$ cat src/rtl/code_pack.sv
// rtl/code_pack.sv - shared opcode constants and fetch-stage types for the 9-bit CPU
package code_pack;

  localparam int INSTR_W = 9;

  localparam logic [4:0] FUNC = 5'b11111;
  localparam logic [3:0] DONE = 4'b1111;

  typedef enum logic [1:0] {
    IDLE = 2'd0,
    RUN  = 2'd1,
    HALT = 2'd2
  } fetch_state_t;

  function automatic logic is_done(input logic [INSTR_W-1:0] i);
    return i == {FUNC, DONE};
  endfunction

endpackage

$ cat src/rtl/instr_fetch_if.sv
// rtl/instr_fetch_if.sv - fetch-to-decode instruction handshake
interface instr_fetch_if #(
  parameter int PC_W = 10
);
  import code_pack::*;

  logic [INSTR_W-1:0] instr;
  logic [PC_W-1:0]    instr_pc;
  logic               instr_valid;
  logic               instr_ready;

  modport master (output instr, output instr_pc, output instr_valid, input instr_ready);
  modport slave  (input instr, input instr_pc, input instr_valid, output instr_ready);

endinterface

$ cat src/rtl/fetch_skid.sv
// rtl/fetch_skid.sv - one-entry skid buffer in front of the registered decode output
module fetch_skid
  import code_pack::*;
#(
  parameter int PC_W = 10
) (
  input  logic               clk,
  input  logic               reset,
  input  logic               flush,
  input  logic               in_valid,
  output logic               in_ready,
  input  logic [INSTR_W-1:0] in_data,
  input  logic [PC_W-1:0]    in_pc,
  output logic               out_valid,
  input  logic               out_ready,
  output logic [INSTR_W-1:0] out_data,
  output logic [PC_W-1:0]    out_pc
);

  logic               skid_valid;
  logic [INSTR_W-1:0] skid_data;
  logic [PC_W-1:0]    skid_pc;

  assign in_ready = !skid_valid;

  always_ff @(posedge clk or posedge reset) begin
    if (reset) begin
      out_valid  <= 1'b0;
      out_data   <= '0;
      out_pc     <= '0;
      skid_valid <= 1'b0;
      skid_data  <= '0;
      skid_pc    <= '0;
    end else if (flush) begin
      out_valid  <= 1'b0;
      skid_valid <= 1'b0;
    end else if (out_ready || !out_valid) begin
      // Skid drains first so ordering is preserved; it blocks new input while full.
      if (skid_valid) begin
        out_data   <= skid_data;
        out_pc     <= skid_pc;
        out_valid  <= 1'b1;
        skid_valid <= 1'b0;
      end else begin
        out_valid <= in_valid;
        if (in_valid) begin
          out_data <= in_data;
          out_pc   <= in_pc;
        end
      end
    end else if (in_valid && in_ready) begin
      skid_data  <= in_data;
      skid_pc    <= in_pc;
      skid_valid <= 1'b1;
    end
  end

endmodule

$ cat src/rtl/instr_fetch.sv
// rtl/instr_fetch.sv - fetch stage: PC, sync ROM addressing, redirect and halt control
module instr_fetch
  import code_pack::*;
#(
  parameter int              PC_W     = 10,
  parameter logic [PC_W-1:0] START_PC = '0
) (
  input  logic               clk,
  input  logic               reset,
  input  logic               start,
  output logic [PC_W-1:0]    imem_addr,
  input  logic [INSTR_W-1:0] imem_data,
  instr_fetch_if.master      dec,
  input  logic               redirect,
  input  logic [PC_W-1:0]    redirect_pc,
  output logic               halted,
  output logic [15:0]        fetch_count
);

  localparam logic [1:0] ST_IDLE = 2'(IDLE);
  localparam logic [1:0] ST_RUN  = 2'(RUN);
  localparam logic [1:0] ST_HALT = 2'(HALT);

  logic [1:0]      state;
  logic [PC_W-1:0] pc;
  logic [PC_W-1:0] rd_pc;
  logic            rd_valid;
  logic            skid_in_ready;

  logic       running, do_start, do_redirect, accept, do_halt, flush, issue;
  logic [1:0] occ;

  assign running     = (state == ST_RUN);
  assign do_start    = start && !running;
  assign do_redirect = running && redirect;
  assign accept      = running && dec.instr_valid && dec.instr_ready && !redirect;
  assign do_halt     = accept && is_done(dec.instr);
  assign flush       = do_start || do_redirect || do_halt;

  // Words held after this edge (output + skid + in-flight, minus the accepted one);
  // a new ROM read is issued only if its word is guaranteed a slot next cycle.
  assign occ   = {1'b0, dec.instr_valid} + {1'b0, !skid_in_ready} + {1'b0, rd_valid}
               - {1'b0, accept};
  assign issue = running && !flush && (occ <= 2'd1);

  always_ff @(posedge clk or posedge reset) begin
    if (reset) begin
      state       <= ST_IDLE;
      pc          <= START_PC;
      rd_pc       <= '0;
      rd_valid    <= 1'b0;
      fetch_count <= '0;
    end else if (do_start) begin
      state       <= ST_RUN;
      pc          <= START_PC;
      rd_valid    <= 1'b0;
      fetch_count <= '0;
    end else if (running) begin
      if (do_redirect) begin
        pc       <= redirect_pc;
        rd_valid <= 1'b0;
      end else begin
        rd_valid <= issue;
        if (issue) begin
          rd_pc <= pc;
          pc    <= pc + 1'b1;
        end
        if (accept) fetch_count <= fetch_count + 16'd1;
        if (do_halt) state <= ST_HALT;
      end
    end
  end

  fetch_skid #(.PC_W(PC_W)) u_skid (
    .clk       (clk),
    .reset     (reset),
    .flush     (flush),
    .in_valid  (rd_valid),
    .in_ready  (skid_in_ready),
    .in_data   (imem_data),
    .in_pc     (rd_pc),
    .out_valid (dec.instr_valid),
    .out_ready (dec.instr_ready),
    .out_data  (dec.instr),
    .out_pc    (dec.instr_pc)
  );

  assign imem_addr = pc;
  assign halted    = (state == ST_HALT);

endmodule
$ cat src/flat_wrapper.sv
// flat-port wrapper written by rule: the top's interface ports become plain ports
module instr_fetch_flat import code_pack::*;
#(
  parameter int              PC_W     = 10,
  parameter logic [PC_W-1:0] START_PC = '0
)
  (clk, reset, start, imem_addr, imem_data, redirect, redirect_pc, halted, fetch_count, dec_instr, dec_instr_pc, dec_instr_valid, dec_instr_ready);
  instr_fetch_if #(.PC_W(PC_W)) dec_i ();
  input  logic clk;
  input  logic reset;
  input  logic start;
  output logic [PC_W-1:0] imem_addr;
  input  logic [INSTR_W-1:0] imem_data;
  input  logic redirect;
  input  logic [PC_W-1:0] redirect_pc;
  output logic halted;
  output logic [15:0] fetch_count;
  output wire logic [$bits(dec_i.instr)-1:0] dec_instr;
  output wire logic [$bits(dec_i.instr_pc)-1:0] dec_instr_pc;
  output wire logic [$bits(dec_i.instr_valid)-1:0] dec_instr_valid;
  input wire logic [$bits(dec_i.instr_ready)-1:0] dec_instr_ready;
  assign dec_instr = dec_i.instr;
  assign dec_instr_pc = dec_i.instr_pc;
  assign dec_instr_valid = dec_i.instr_valid;
  assign dec_i.instr_ready = dec_instr_ready;
  instr_fetch #(.PC_W(PC_W), .START_PC(START_PC)) u_core (.clk(clk), .reset(reset), .start(start), .imem_addr(imem_addr), .imem_data(imem_data), .dec(dec_i), .redirect(redirect), .redirect_pc(redirect_pc), .halted(halted), .fetch_count(fetch_count));
endmodule
$ cat config.mk
export PLATFORM = sky130hd
export DESIGN_NAME = instr_fetch_flat
export DESIGN_NICKNAME = d
export VERILOG_FILES = /design/src/rtl/code_pack.sv /design/src/rtl/instr_fetch_if.sv /design/src/rtl/fetch_skid.sv /design/src/rtl/instr_fetch.sv /design/src/flat_wrapper.sv
export SDC_FILE = /design/constraint.sdc
export NUM_CORES = 1
export LEC_CHECK = 0
export BUFFER_PORTS_ARGS = -buffer_cell sky130_fd_sc_hd__buf_2
export CORE_MARGIN = 10
export CORE_UTILIZATION = 60
export DETAILED_ROUTE_END_ITERATION = 6
export PLACE_DENSITY = 0.85
export SLEW_MARGIN = 20
export SYNTH_ARGS = -nofsm -noshare
export SYNTH_HDL_FRONTEND = slang
export SYNTH_HIERARCHICAL = 1
export SYNTH_SLANG_ARGS = --single-unit
$ cat constraint.sdc
create_clock -name clk -period 6 [get_ports clk]
set_input_delay 1.2 -clock clk [delete_from_list [all_inputs] [get_ports clk]]
set_output_delay 1.2 -clock clk [all_outputs]
set_load 0.02 [all_outputs]
# Yosys cells after proc, flatten, opt, wreduce, memory -nomap -nowiden
# Index checks and enable logic that the tools add are counted.
[classes]
addsub = 5
magnitude_cmp = 1
bitwise = 4
n_reduce_logical = 30
eq_ne = 4
mux = 25
[op_table]
columns = ["operator", "count"]
rows = [
  ["$mux 16", 4],
  ["$mux 10", 6],
  ["$mux 9", 2],
  ["$add 16x1->16 const B", 1],
  ["$reduce_and 3->1", 4],
  ["$add 10x1->10 const B", 1],
  ["$reduce_bool 2->1", 5],
  ["$eq 9x9->1 const B", 1],
  ["$logic_and 1x1->1", 9],
  ["$mux 1", 9],
  ["$mux 2", 4],
  ["$reduce_bool 3->1", 2],
  ["$logic_not 1->1", 5],
  ["$not 1->1", 4],
  ["$reduce_and 4->1", 1],
  ["$logic_or 1x1->1", 3],
  ["$add 1x1->2", 1],
  ["$add 2x1->2", 1],
  ["$eq 2x1->1 const B", 1],
  ["$eq 2x2->1 const B", 1],
  ["$le 2x1->1 const B", 1],
  ["$ne 2x1->1 const B", 1],
  ["$reduce_and 2->1", 1],
  ["$sub 2x1->2", 1],
]
[word_totals]
output_inout_bits = 47
regBits = 79
elab_cells = 80
inputBits = 24

# Logic depth before layout (Yosys ltp)
[depth]
ltp_word = 13
ltp_mapped = 12
depth_no_buf = 10

# Modules after synthesis
# Netlist, hierarchy kept.
[by_module_without_submodules]
columns = ["module", "n_inst", "cells_per_inst", "area_each_um2", "seq_area_each_um2"]
rows = [
  ["instr_fetch", 1, 234, 2265.9, 975.9],
  ["fetch_skid", 1, 111, 1809.2, 1001.0],
]

# Worst setup path after synthesis
# OpenSTA, ideal clock, no wires.
[synth_timing]
path_kind = "input to register"
startpoint = "input redirect"
endpoint = "register u_core.rd_pc[0]"
path_slack_ns = 2.444
path_buffers = 1
cell_stages = 11
required_time_ns = 5.875
setup_ns = 0.125
arrival_ns = 3.431
cell_sequence = "nor3b_2 -> nand2_1 -> inv_1 -> ha_1 -> inv_1 -> ha_1 -> a21oi_1 -> xnor2_1 -> nor3_2 -> buf_6 -> mux2_2"
[synth_between]
elab_chain_len = 8
elab_cells_between_ends = 13
cone_classes = "1 x add/sub; 1 x order compare; 1 x bitwise; 10 x reduce/logical"
[synth_lines]
columns = ["element", "line_no", "source"]
rows = [
  ["start, declared", "flat_wrapper.sv:14", "input logic redirect;"],
  ["parallel branches: the longest is 7 deep, another holds $sub 2x1->2", "n/a", ""],
  ["$reduce_and 4->1 (no line) (*)", "n/a", ""],
  ["end signal, assigned", "instr_fetch.sv:65", "rd_pc <= pc;"],
  ["end, declared", "instr_fetch.sv:26", "logic [PC_W-1:0] rd_pc;"],
]
# Every way passes the cells marked *.
# A chain may end at the register's enable or synchronous reset.

# Worst setup path after layout
[layout_timing]
startpoint = "input redirect"
endpoint = "register u_core.rd_pc[1]"
# Same word-level chain as after synthesis.

==> run metrics <==
Power Density=436 nW/µm²; CTS Hold Buffers Added=0; slew of the pin with the lowest slew margin=1.10 ns; Fill cells=453; Synth Register Bits=79; via count=3084; routed len/inst=19.1 µm; min-delay worst type=flop to flop; Layout area overhead=14.2%; critical path depth=11; global routing's busiest layer=met2; data arrival time of the critical path=4.23 ns; cell taking the most area after synthesis=dfrtp_1; CTS resizes=0; core area=6460 µm²; IO Count=71; Synth async-reset ratio=100%; number of global-route vias before repair=2986; Yosys top cell area share=48.5%; largest net degree at the start of global routing=41; multi-input combinational cell area=1940 µm²; register area=1980 µm²; Hold Vio Cnt, Final=0; max-cap viol count=0; H-tree depth=3; die area=10500 µm²; IO Port Bufs=70; fin crit share=66.5%; Worst path max stage delay=0.76 ns; met3 Use GR=6.21%; CP startpoint=redirect; post-layout util=72.0%; Hold Path Stages=1; count leader, synth=dfrtp_1; final instance area=4650 µm²; ant diodes=0; Setup Viol. Count Final=0; GR Util met1=24.8%; Post-synth top cells=79 x dfrtp_1, 48 x mux2_2, 19 x nor2_1, 16 x inv_1, 13 x nand2_1; Syn Std Cell Area=4080 µm²; CTS root buffer=clkbuf_8; Gate Count Post-Synth=345; TritonCTS Buffers=9; GRT met2 Usage=27.1%; hold path start=u_core/u_skid/skid_data[0]; Setup Skew=0.0109 ns; initial antenna violation count=0; Tot Pwr=2.03 mW; Die Ht=102 µm; clk_lat worst skew=0.36 ns; Area contributors post-synth=dfrtp_1 49%, mux2_2 13%, mux2_4 3.7%; Distinct cells, synth=57; Slew HR=26.5%; setup bufs post-CTS=0; post-detail-place hpwl=6.83 mm; r2r worst-path depth=10; CP max-delay cell=nor3_2; DR vias/cell=6.22; GRT Total Usage=18.6%; Tmin final=3.99 ns; FF-to-FF Start=u_core/state[1]; Residual DRC=0; WP buf/inv=3; outcome=complete, no violations; synthesis warning total=6; crit-path cells=buf_2 -> nor3b_2 -> nand2_1 -> inv_1 -> ha_1 -> inv_1 -> ha_1 -> a21oi_1 -> xnor2_1 -> nor3_2 -> mux2_2; Core Rows=29; syn_nets=373; Placed Area=4440 µm²; 1st-pass router iterations=5; Mapped Avg Cell Area=11.8 µm²; fin. max-slew vios=0; Reg clk slew, reported paths=0.08 ns; starting density of the core=63.1%; largest fanout on the critical path=13; number of flops mapped to enable cells by yosys=0; sequential fraction of the synthesis area=48.5%; Max Fclk=0.251 GHz; required time of the critical path=6.24 ns; share of cells above drive strength 1=36.5%; peak supply drop=0.303 mV; antenna viol nets, final=0; grt total ovfl=0; GP Congestion=0.890; DRT Wirelength=9.47 mm; RSZ-0062 raised after global routing=false; Lkg Pwr=2.23 nW; TNS Setup=0 ns; cell family with most CP delay=simple AND/OR/NAND/NOR gates; Nets=442; CTS tree=built; Primary FF master, synth=dfrtp_1; CP endpoint kind=flop; Crit Path Class=input pin to flop; die width=102 µm; # clock sinks=79; clock tree buffer depth=2; Iteration-0 DRC Markers=205; first-pass GRT wire length=15.2 mm; type of origin of the critical path=input pin
## routing by layer
layer / up-vias / wire length, µm
met5: - / 0
met3: 18 / 781
met4: 0 / 197
met2: 132 / 4190
li1: 1412 / -
met1: 1522 / 4300
## power breakdown
group          total [mW]  leakage [nW]  internal, mW  switching, mW
combinational       0.706          1.14         0.331          0.375
sequential          0.905         0.996         0.726          0.179
clock               0.417        0.0988         0.216          0.201
total                2.03          2.23          1.27          0.755
## placed cells by master, fill, tap and decap left out, drive strengths merged, types with 5 or more instances in the layout
cell and n:
nor2 19, xor2 6, nand2 13, dfrtp 79, nand3 12, nand4 11, o221ai 7, a21oi 12
clkbuf 12, buf 73, nor3 5, inv 16, nand2b 7, and4 6, mux2 68, o21ai 7
## cell families after synthesis
logic type	count (synthesis)	share of synthesized area, %
flip-flops	79	48.5
multiplexers	72	20.7
XOR/XNOR	7	1.50
buffers and inverters	31	4.08
adder cells (fa/ha/maj)	4	1.23
AND/OR/NAND/NOR	99	14.6
AO/OA/AOI/OAI	53	9.33
## worst paths after layout
kind,end,slack [ns]
max in group asynchronous,u_core/u_skid/out_data[5],4.68
setup reg to reg,u_core/rd_pc[1],2.48
hold reg to reg,u_core/u_skid/skid_data[0],0.49
hold / removal,u_core/u_skid/skid_data[0],0.49
min in group asynchronous,u_core/u_skid/skid_pc[0],0.97
setup / recovery,u_core/rd_pc[1],2.01
## area by class of cell
cell class                 instances  share of cell area (%)
sequential                        79                    42.5
multi-input combinational        235                    41.7
timing repair buffer              73                    8.01
clock buffer                      12                    3.33
tap                               77                    2.07
inverter                          16                    1.29
clock inverter                     4                    1.16
## flip-flops by register name, indices dropped and copies added (netlist names)
register	flops
u_core/u_skid/skid_valid	1
u_core/u_skid/skid_data	9
u_core/imem_addr	10
u_core/state	2
u_core/u_skid/out_valid	1
u_core/u_skid/out_data	9
u_core/u_skid/skid_pc	10
u_core/rd_valid	1
u_core/rd_pc	10
u_core/fetch_count	16
u_core/u_skid/out_pc	10
## worst reg2reg max path, cell delays in order, from the launching register on
cell	delay, ns
dfrtp_1	0.46
nor3b_2	0.54
nand2_1	0.27
inv_1	0.11
ha_1	0.23
inv_1	0.06
ha_1	0.23
a21oi_1	0.19
xnor2_1	0.13
nor3_2	0.76
mux2_2	0.42
## through the flow
stage	setup WS, ns	hold slack [ns]	std cells
floorplan	2.44	0.452	345
global placement	1.82	0.461	480
CTS	2.05	0.491	496
finish	2.01	0.488	496
detailed placement	1.66	0.475	480
global route	1.74	0.512	496
(Power assumes the default switching activity.)
